`config.mk`:
```
export PLATFORM = sky130hd
export DESIGN_NAME = priority_log2_seq
export DESIGN_NICKNAME = d
export VERILOG_FILES = /design/src/rtl/priority_log2_seq.sv
export SDC_FILE = /design/constraint.sdc
export NUM_CORES = 1
export LEC_CHECK = 0
export CORE_MARGIN = 4
export CORE_UTILIZATION = 25
export DETAILED_ROUTE_END_ITERATION = 8
export DONT_BUFFER_PORTS = 1
export GPL_ROUTABILITY_DRIVEN = 0
export GPL_TIMING_DRIVEN = 0
export PLACE_DENSITY_LB_ADDON = 0.08
export RECOVER_POWER = 50
export SYNTH_ARGS = -nofsm -noshare
export SYNTH_HDL_FRONTEND = slang
export SYNTH_SLANG_ARGS = --single-unit
```
`constraint.sdc`:
```
create_clock -name clk -period 1.4 [get_ports clk]
set_input_delay 0.28 -clock clk [delete_from_list [all_inputs] [get_ports clk]]
set_output_delay 0.28 -clock clk [all_outputs]
set_load 0.005 [all_outputs]
```
`src/rtl/priority_log2_seq.sv`:
```
// priority_log2_seq: multi-cycle priority encoder / floor(log2).
// Scans a WIDTH-bit vector CHUNK bits per clock, LSB-first or MSB-first per request,
// and returns the index of the first set bit found, with valid/ready on both sides.
// Optional feature: define PRIORITY_LOG2_POW2_EN to add the outIsPow2 output.
module priority_log2_seq #(
    parameter int unsigned WIDTH = 8,
    parameter int unsigned CHUNK = 2
) (
    input  logic                       clk,
    input  logic                       rst,
    input  logic                       inValid,
    output logic                       inReady,
    input  logic [WIDTH-1:0]           inVector,
    input  logic                       inMsbFirst,
    output logic                       outValid,
    input  logic                       outReady,
    output logic [$clog2(WIDTH)-1:0]   outNumber,
    output logic                       outZero
`ifdef PRIORITY_LOG2_POW2_EN
    ,
    output logic                       outIsPow2
`endif
);

    localparam int unsigned IDX_W  = $clog2(WIDTH);
    localparam int unsigned NCHUNK = WIDTH / CHUNK;
    localparam int unsigned CNT_W  = (NCHUNK > 1) ? $clog2(NCHUNK) : 1;

    typedef enum logic [1:0] {
        IDLE = 2'd0,
        SCAN = 2'd1,
        DONE = 2'd2
    } state_t;

    state_t             state_q, state_d;
    logic [WIDTH-1:0]   vec_q, vec_d;
    logic               msb_q, msb_d;
    logic [CNT_W-1:0]   k_q, k_d;
    logic [IDX_W-1:0]   num_d;
    logic               zero_d;
    logic               valid_d;
`ifdef PRIORITY_LOG2_POW2_EN
    logic               pow2_d;
`endif

    int unsigned        base;
    int unsigned        hit_idx;
    logic [CHUNK-1:0]   chunk;
    logic               hit;

    // Ready only while idle and out of reset
    assign inReady = (state_q == IDLE) && !rst;

    // State, captured request and registered result
    always_ff @(posedge clk or posedge rst) begin
        if (rst) begin
            state_q   <= IDLE;
            vec_q     <= '0;
            msb_q     <= 1'b0;
            k_q       <= '0;
            outValid  <= 1'b0;
            outNumber <= '0;
            outZero   <= 1'b0;
`ifdef PRIORITY_LOG2_POW2_EN
            outIsPow2 <= 1'b0;
`endif
        end else begin
            state_q   <= state_d;
            vec_q     <= vec_d;
            msb_q     <= msb_d;
            k_q       <= k_d;
            outValid  <= valid_d;
            outNumber <= num_d;
            outZero   <= zero_d;
`ifdef PRIORITY_LOG2_POW2_EN
            outIsPow2 <= pow2_d;
`endif
        end
    end

    // Chunk search and next-state / next-output logic
    always_comb begin
        state_d = state_q;
        vec_d   = vec_q;
        msb_d   = msb_q;
        k_d     = k_q;
        num_d   = outNumber;
        zero_d  = outZero;
`ifdef PRIORITY_LOG2_POW2_EN
        pow2_d  = outIsPow2;
`endif

        // MSB-first walks chunks from the top; the last assignment in the loop wins,
        // so iteration order picks highest (MSB) or lowest (LSB) bit in the chunk.
        base    = msb_q ? (NCHUNK - 1 - 32'(k_q)) * CHUNK : 32'(k_q) * CHUNK;
        chunk   = CHUNK'(vec_q >> base);
        hit     = 1'b0;
        hit_idx = 0;
        for (int i = 0; i < CHUNK; i++) begin
            if (msb_q) begin
                if (chunk[i]) begin
                    hit     = 1'b1;
                    hit_idx = base + 32'(i);
                end
            end else begin
                if (chunk[CHUNK-1-i]) begin
                    hit     = 1'b1;
                    hit_idx = base + 32'(CHUNK - 1 - i);
                end
            end
        end

        case (state_q)
            IDLE: begin
                if (inValid && inReady) begin
                    vec_d   = inVector;
                    msb_d   = inMsbFirst;
                    k_d     = '0;
`ifdef PRIORITY_LOG2_POW2_EN
                    pow2_d  = ($countones(inVector) == 1);
`endif
                    state_d = SCAN;
                end
            end
            SCAN: begin
                if (hit) begin
                    num_d   = IDX_W'(hit_idx);
                    zero_d  = 1'b0;
                    state_d = DONE;
                end else if (k_q == CNT_W'(NCHUNK - 1)) begin
                    num_d   = '0;
                    zero_d  = 1'b1;
                    state_d = DONE;
                end else begin
                    k_d = k_q + CNT_W'(1);
                end
            end
            DONE: begin
                if (outReady) begin
                    state_d = IDLE;
                end
            end
            default: state_d = IDLE;
        endcase

        valid_d = (state_d == DONE);
    end

endmodule

```
==> results.json, run 1 <==
{
  "grt_use_total_pct": 8.92,
  "arrival_ns": 1.82,
  "switchingPower_uw": 1070,
  "start_util_pct": 26.3,
  "die_area_mm2": 0.00498,
  "place_area_mm2": 0.00104,
  "r2r-start": "msb_q",
  "synth_area_per_cell_um2": 11.1,
  "p_per_area_mw_per_mm2": 2420,
  "yosysWarnings": 0,
  "drt-pass1-iter-count": 4,
  "ant_nets": 0,
  "clock_path_buffers": 2,
  "slew_headroom_pct": 53.1,
  "synthSimpleGateAreaFrac_pct": 11.8,
  "synth.top_cell.area_share_pct": 46.0,
  "finalSetupTns_ns": -1.85,
  "critPathMaxFanout": 8,
  "drive_gt1_share_pct": 33.3,
  "drc": 0,
  "synthCells": 88,
  "worst_hold_path_type": "input port to asynchronous set/reset pin",
  "grt_pass1_wl_mm": 3.48,
  "cts-buffers-inserted": 3,
  "violations": "negative setup slack",
  "grt_pass1_vias": 707,
  "synth_fp_nets": 102,
  "cts_tree": "done",
  "fp-row-count": 22,
  "power.total_uw": 2810,
  "ys_ff_latch": 18,
  "dp_cells": 136,
  "n_antenna_cell": 0,
  "dieWidth_um": 70.6,
  "async_flop_share_pct": 100,
  "p_int_uw": 1730,
  "synth_compound_area_share_pct": 16.4,
  "synth_ff_type": "dfrtp_1",
  "muxShareOfSynthArea_pct": 17.6,
  "p_sw_share_pct": 38.3,
  "avgViaCountPerCell": 4.79,
  "finalSetupViolCount": 9,
  "fin_nets": 111,
  "ios": 19,
  "synthAdderAreaFrac_pct": 1.28,
  "final_cells": 144,
  "drt-total-wl_mm": 2.13,
  "grt_max_degree": 19,
  "ir_worst_vdd_mv": 0.489,
  "max_freq_mhz": 599,
  "synth_top_family_by_area": "multiplexers",
  "fillCellCount": 392,
  "cts_num_sinks": 18,
  "yosysSeqAreaShare_pct": 46.0,
  "power_frac_comb_pct": 49.8,
  "synth_top_cell_by_area": "dfrtp_1",
  "mostFrequentLayoutCells": "17 x dfrtp_1, 9 x mux2_2, 6 x mux2i_1",
  "io_buffers": 0,
  "wl_per_cell_um": 14.8,
  "synth_area_um2": 978,
  "max_cap_violations": 0,
  "leakage_uw": 0.000509,
  "crit_type": "register to register",
  "design.core.area_mm2": 0.00372,
  "finalCritPeriodShare_pct": 119,
  "ys_types": 33,
  "cts_max_level": 1,
  "syn2layout_area_growth_pct": 18.3,
  "rrSetupSlack_ns": -0.27,
  "tightest_slew_ns": 0.703,
  "cts_root_buf": "clkbuf_8",
  "final_common_cell": "dfrtp_1",
  "clkTransAtPathRegs_ns": 0.07,
  "grt-ovfl-total": 0,
  "synthTopCellsByArea": "dfrtp_1 46%, mux2_2 10%, mux2i_1 6.1%",
  "dieHeight_um": 70.6,
  "finalMaxSlewViolations": 0,
  "drt_iter0_markers": 37,
  "antenna_found_initial": 0,
  "seqPwrFrac_pct": 34.9,
  "design_area_mm2": 0.00116,
  "r2r.worst_path.cells": 7,
  "pwr-share-clk_pct": 15.3,
  "synth_xor_area_share_pct": 0.895,
  "endpoint_kind": "register",
  "critPathLaunchType": "register",
  "finalCriticalPeriod_ns": 1.67,
  "postCtsHoldBufs": 0,
  "r2r-end": "outNumber[1]",
  "routed-via-count": 690,
  "place_ws_ns": -0.294,
  "status": "finished, violations left",
  "final-hold-violation-count": 0,
  "finClkSkew_ns": 0.00577,
  "worst_slack_ns": -0.269,
  "synth-edff-count": 0,
  "clk_latency_ns": 0.26,
  "rsz0062_at_grt": "yes",
  "cp.required_ns": 1.55
}
-- stage by stage --
step                      hold slack (ns)  utilization [%]
after floorplan                     0.219                -
after detailed placement            0.337             27.9
after global placement              0.330             27.9
final                              0.0166             31.1
after global routing               0.0906             31.1
after CTS                          0.0506             30.8
-- cell families after synthesis --
| family | count (synthesis) |
|---|---|
| buffers and inverters | 9 |
| muxes | 16 |
| DFF | 18 |
| xor gates and xnor gates | 1 |
| and+or+nand+nor | 21 |
| AOI/OAI and AO/OA | 22 |
| adders and majority gates | 1 |
-- timing repair --
item	4_1_cts	5_1_grt
setup buffers	3	1
resized for setup	8	1
setup endpoints to repair	16	16
hold endpoints to repair	0	0
pin swaps	4	3
-- worst max-delay path by stage --
stage | startpoint | end | slack (ns) | cells past startpoint
floorplan | msb_q | outNumber[1] | -0.15 | 7
global placement | msb_q | outNumber[1] | -0.28 | 5
detailed placement | msb_q | outNumber[1] | -0.29 | 7
CTS | msb_q | outNumber[1] | -0.24 | 7
global route | msb_q | outNumber[2] | -0.37 | 7
finish | msb_q | outNumber[1] | -0.27 | 7
-- sequential cells by signal (all words and copies together), names as in the netlist --
signal	cells
k_q	2
outZero	1
vec_q	8
state_q	2
outValid	1
msb_q	1
outNumber	3
-- power by group through the flow --
stage / Combinational [uW] / Clock [uW] / Sequential [uW]
final: 1400 / 429 / 979
after CTS: 1360 / 448 / 981
after global routing: 1540 / 468 / 1010
after global placement: 1190 / 0 / 978
after floorplan: 1010 / 0 / 909
after detailed placement: 1200 / 0 / 980
-- worst max-delay path, stage by stage (launching register included) --
cell and delay (ns):
dfrtp_1 0.37, buf_6 0.13, buf_8 0.13, a31oi_1 0.15, o21ai_1 0.11, a22oi_2 0.26
nand3_2 0.15, a32o_1 0.27
-- final cells by class --
cell class | count | area [um2] | area share [%]
buffer | 5 | 46.3 | 4.00
clock buffer | 4 | 55.1 | 4.76
inverter | 4 | 15.0 | 1.30
multi-input combinational | 61 | 495 | 42.8
sequential | 18 | 452 | 39.0
tap | 48 | 60.1 | 5.19
timing repair buffer | 4 | 33.8 | 2.92
-- cell usage after synthesis, drive strengths merged (2+ instances only) --
cell    instances
mux2           10
nor2b           2
a21oi           4
nand2b          4
nand3b          2
buf             5
inv             4
a22o            2
nand3           2
mux2i           6
o21ai           7
nand2           5
dfrtp          18
nor2            3
nor3            2
-- layer usage --
metal,part of all wire (%),wire (um),up-vias,global-route usage [%]
met5,0,0,-,0
met4,1.5,31,0,3.76
met3,2.9,62,4,2.27
met2,45,967,12,13.4
met1,50,1070,339,12.2
li1,-,-,335,-
(Power assumes the default switching activity.)
==> run 2, diff against run 1 <==
--- a/config.mk
+++ b/config.mk
@@ -5,6 +5,7 @@
 export SDC_FILE = /design/constraint.sdc
 export NUM_CORES = 1
 export LEC_CHECK = 0
+export CORE_ASPECT_RATIO = 1.75
 export CORE_MARGIN = 4
 export CORE_UTILIZATION = 25
 export DETAILED_ROUTE_END_ITERATION = 8
==> run 2 against run 1 <==
- the flow still finishes with violations (negative setup slack)
- global-route usage is 0.58 points higher
- count of clock-buffer cells in the layout down 1
- flip-flop and latch count is the same
- highest routed layer unchanged
==> results.json, run 2 (synthesis results as in run 1) <==
{
  "status": "finished, violations left",
  "violations": "negative setup slack",
  "endpoint_kind": "register",
  "r2r-start": "msb_q",
  "cp.required_ns": 1.55,
  "die_area_mm2": 0.00502,
  "place_area_mm2": 0.00104,
  "tightest_slew_ns": 0.714,
  "clock_path_buffers": 2,
  "utilization_pct": 31.0,
  "ant_nets": 0,
  "top_register": "vec_q",
  "drc": 0,
  "design.core.area_mm2": 0.00370,
  "arrival_ns": 1.80,
  "max_freq_mhz": 604,
  "cts_num_sinks": 18,
  "ir_worst_vdd_mv": 1.07,
  "io_buffers": 0,
  "finalMaxSlewViolations": 0,
  "antenna_found_initial": 0,
  "clkTransAtPathRegs_ns": 0.07,
  "grt-ovfl-total": 0,
  "cts_tree": "done",
  "multi_input_area_um2": 498,
  "rrSetupSlack_ns": -0.26,
  "drt_iter0_markers": 7,
  "cts-buffers-inserted": 3,
  "grt_pass1_vias": 763,
  "avgViaCountPerCell": 4.85,
  "final-hold-violation-count": 0,
  "dp_cells": 134,
  "max_cap_violations": 0,
  "drt-total-wl_mm": 2.17,
  "finalCriticalPeriod_ns": 1.66,
  "grt_max_degree": 19,
  "dpl.hpwl_mm": 1.62,
  "ff_latch_area_um2": 454,
  "finalSetupTns_ns": -1.90,
  "drt-pass1-iter-count": 4,
  "start_util_pct": 26.4,
  "crit_type": "register to register",
  "fp-row-count": 29,
  "slew_headroom_pct": 52.4,
  "mostFrequentLayoutCells": "15 x dfrtp_1, 9 x mux2_2, 6 x mux2i_1",
  "r2r.worst_path.cells": 7,
  "leakage_uw": 0.000501,
  "final_cells": 141,
  "dieHeight_um": 90.8,
  "dieWidth_um": 55.3,
  "critPathMaxFanout": 7,
  "finClkSkew_ns": 0.00721,
  "drive_gt1_share_pct": 34.7,
  "syn2layout_area_growth_pct": 17.1,
  "top_regs": "vec_q x8, outNumber x3",
  "wl_per_cell_um": 15.4,
  "rsz0062_at_grt": "yes",
  "ios": 19,
  "grt_use_total_pct": 9.50,
  "cp-startpoint": "msb_q",
  "postCtsHoldBufs": 0,
  "place_ws_ns": -0.304,
  "finalSetupViolCount": 9,
  "cts_root_buf": "clkbuf_8",
  "grt_pass1_wl_mm": 3.69,
  "n_antenna_cell": 0,
  "design_area_mm2": 0.00115,
  "fillCellCount": 400,
  "r2r-end": "outNumber[1]",
  "finalCritPeriodShare_pct": 118,
  "final_common_cell": "dfrtp_1",
  "critPathLaunchType": "register",
  "fin_nets": 111,
  "worst_hold_path_type": "input port to asynchronous set/reset pin",
  "p_per_area_mw_per_mm2": 2390,
  "routed-via-count": 684,
  "largest_reg_flops": 8,
  "clk_latency_ns": 0.26,
  "worst_slack_ns": -0.256,
  "cts_max_level": 1
}
[run 2: power by group]
group	total (uW)	internal, uW	switching (uW)
Combinational	1380	710	671
Clock	370	191	179
Sequential	988	762	226
Total	2740	1660	1080
[run 2: worst max-delay path by stage]
stage / endpoint / slack (ns) / cells after the start
final: outNumber[1] / -0.26 / 7
after global routing: outNumber[1] / -0.39 / 7
after CTS: outNumber[1] / -0.29 / 7
after detailed placement: outNumber[1] / -0.30 / 7
after global placement: outNumber[1] / -0.29 / 7
after floorplan: outNumber[1] / -0.15 / 7
[run 2: final cells by class]
class                   count  share of cell area, %
multi-input cells          61                   43.4
flip-flops and latches     18                   39.6
well taps                  46                   5.02
plain buffers               5                   4.37
clock buffers               3                   3.60
repair buffers              4                   2.62
inverters                   4                   1.31
[run 2: metal layers]
metal	GRT usage, %	vias to the layer above	share of wire, %
met5	0	-	0
li1	-	333	-
met4	5.48	0	2.0
met2	16.9	17	54
met3	2.00	4	4.5
met1	10.0	330	40
[run 2: per-stage QoR]
step / hold WS, ns / total power, uW
final: 0.0210 / 2740
after global routing: 0.0873 / 2990
after CTS: 0.0588 / 2750
after detailed placement: 0.341 / 2180
after global placement: 0.334 / 2170
after floorplan: 0.219 / 1920
[run 2: what timing repair did]
action / CTS / global route
setup endpoints to repair: 16 / 16
buffers inserted: 4 / 0
pin swaps: 4 / 6
endpoints found under the hold margin: 0 / 0
resized for setup: 6 / 5
cloned: 0 / 0
[run 2: worst max-delay path, cell delays in order, from the launching register on]
cell     delay [ns]
dfrtp_1        0.37
buf_6          0.13
buf_8          0.12
a31oi_1        0.14
o21ai_1        0.12
a22oi_2        0.26
nand3_2        0.13
a32o_1         0.27
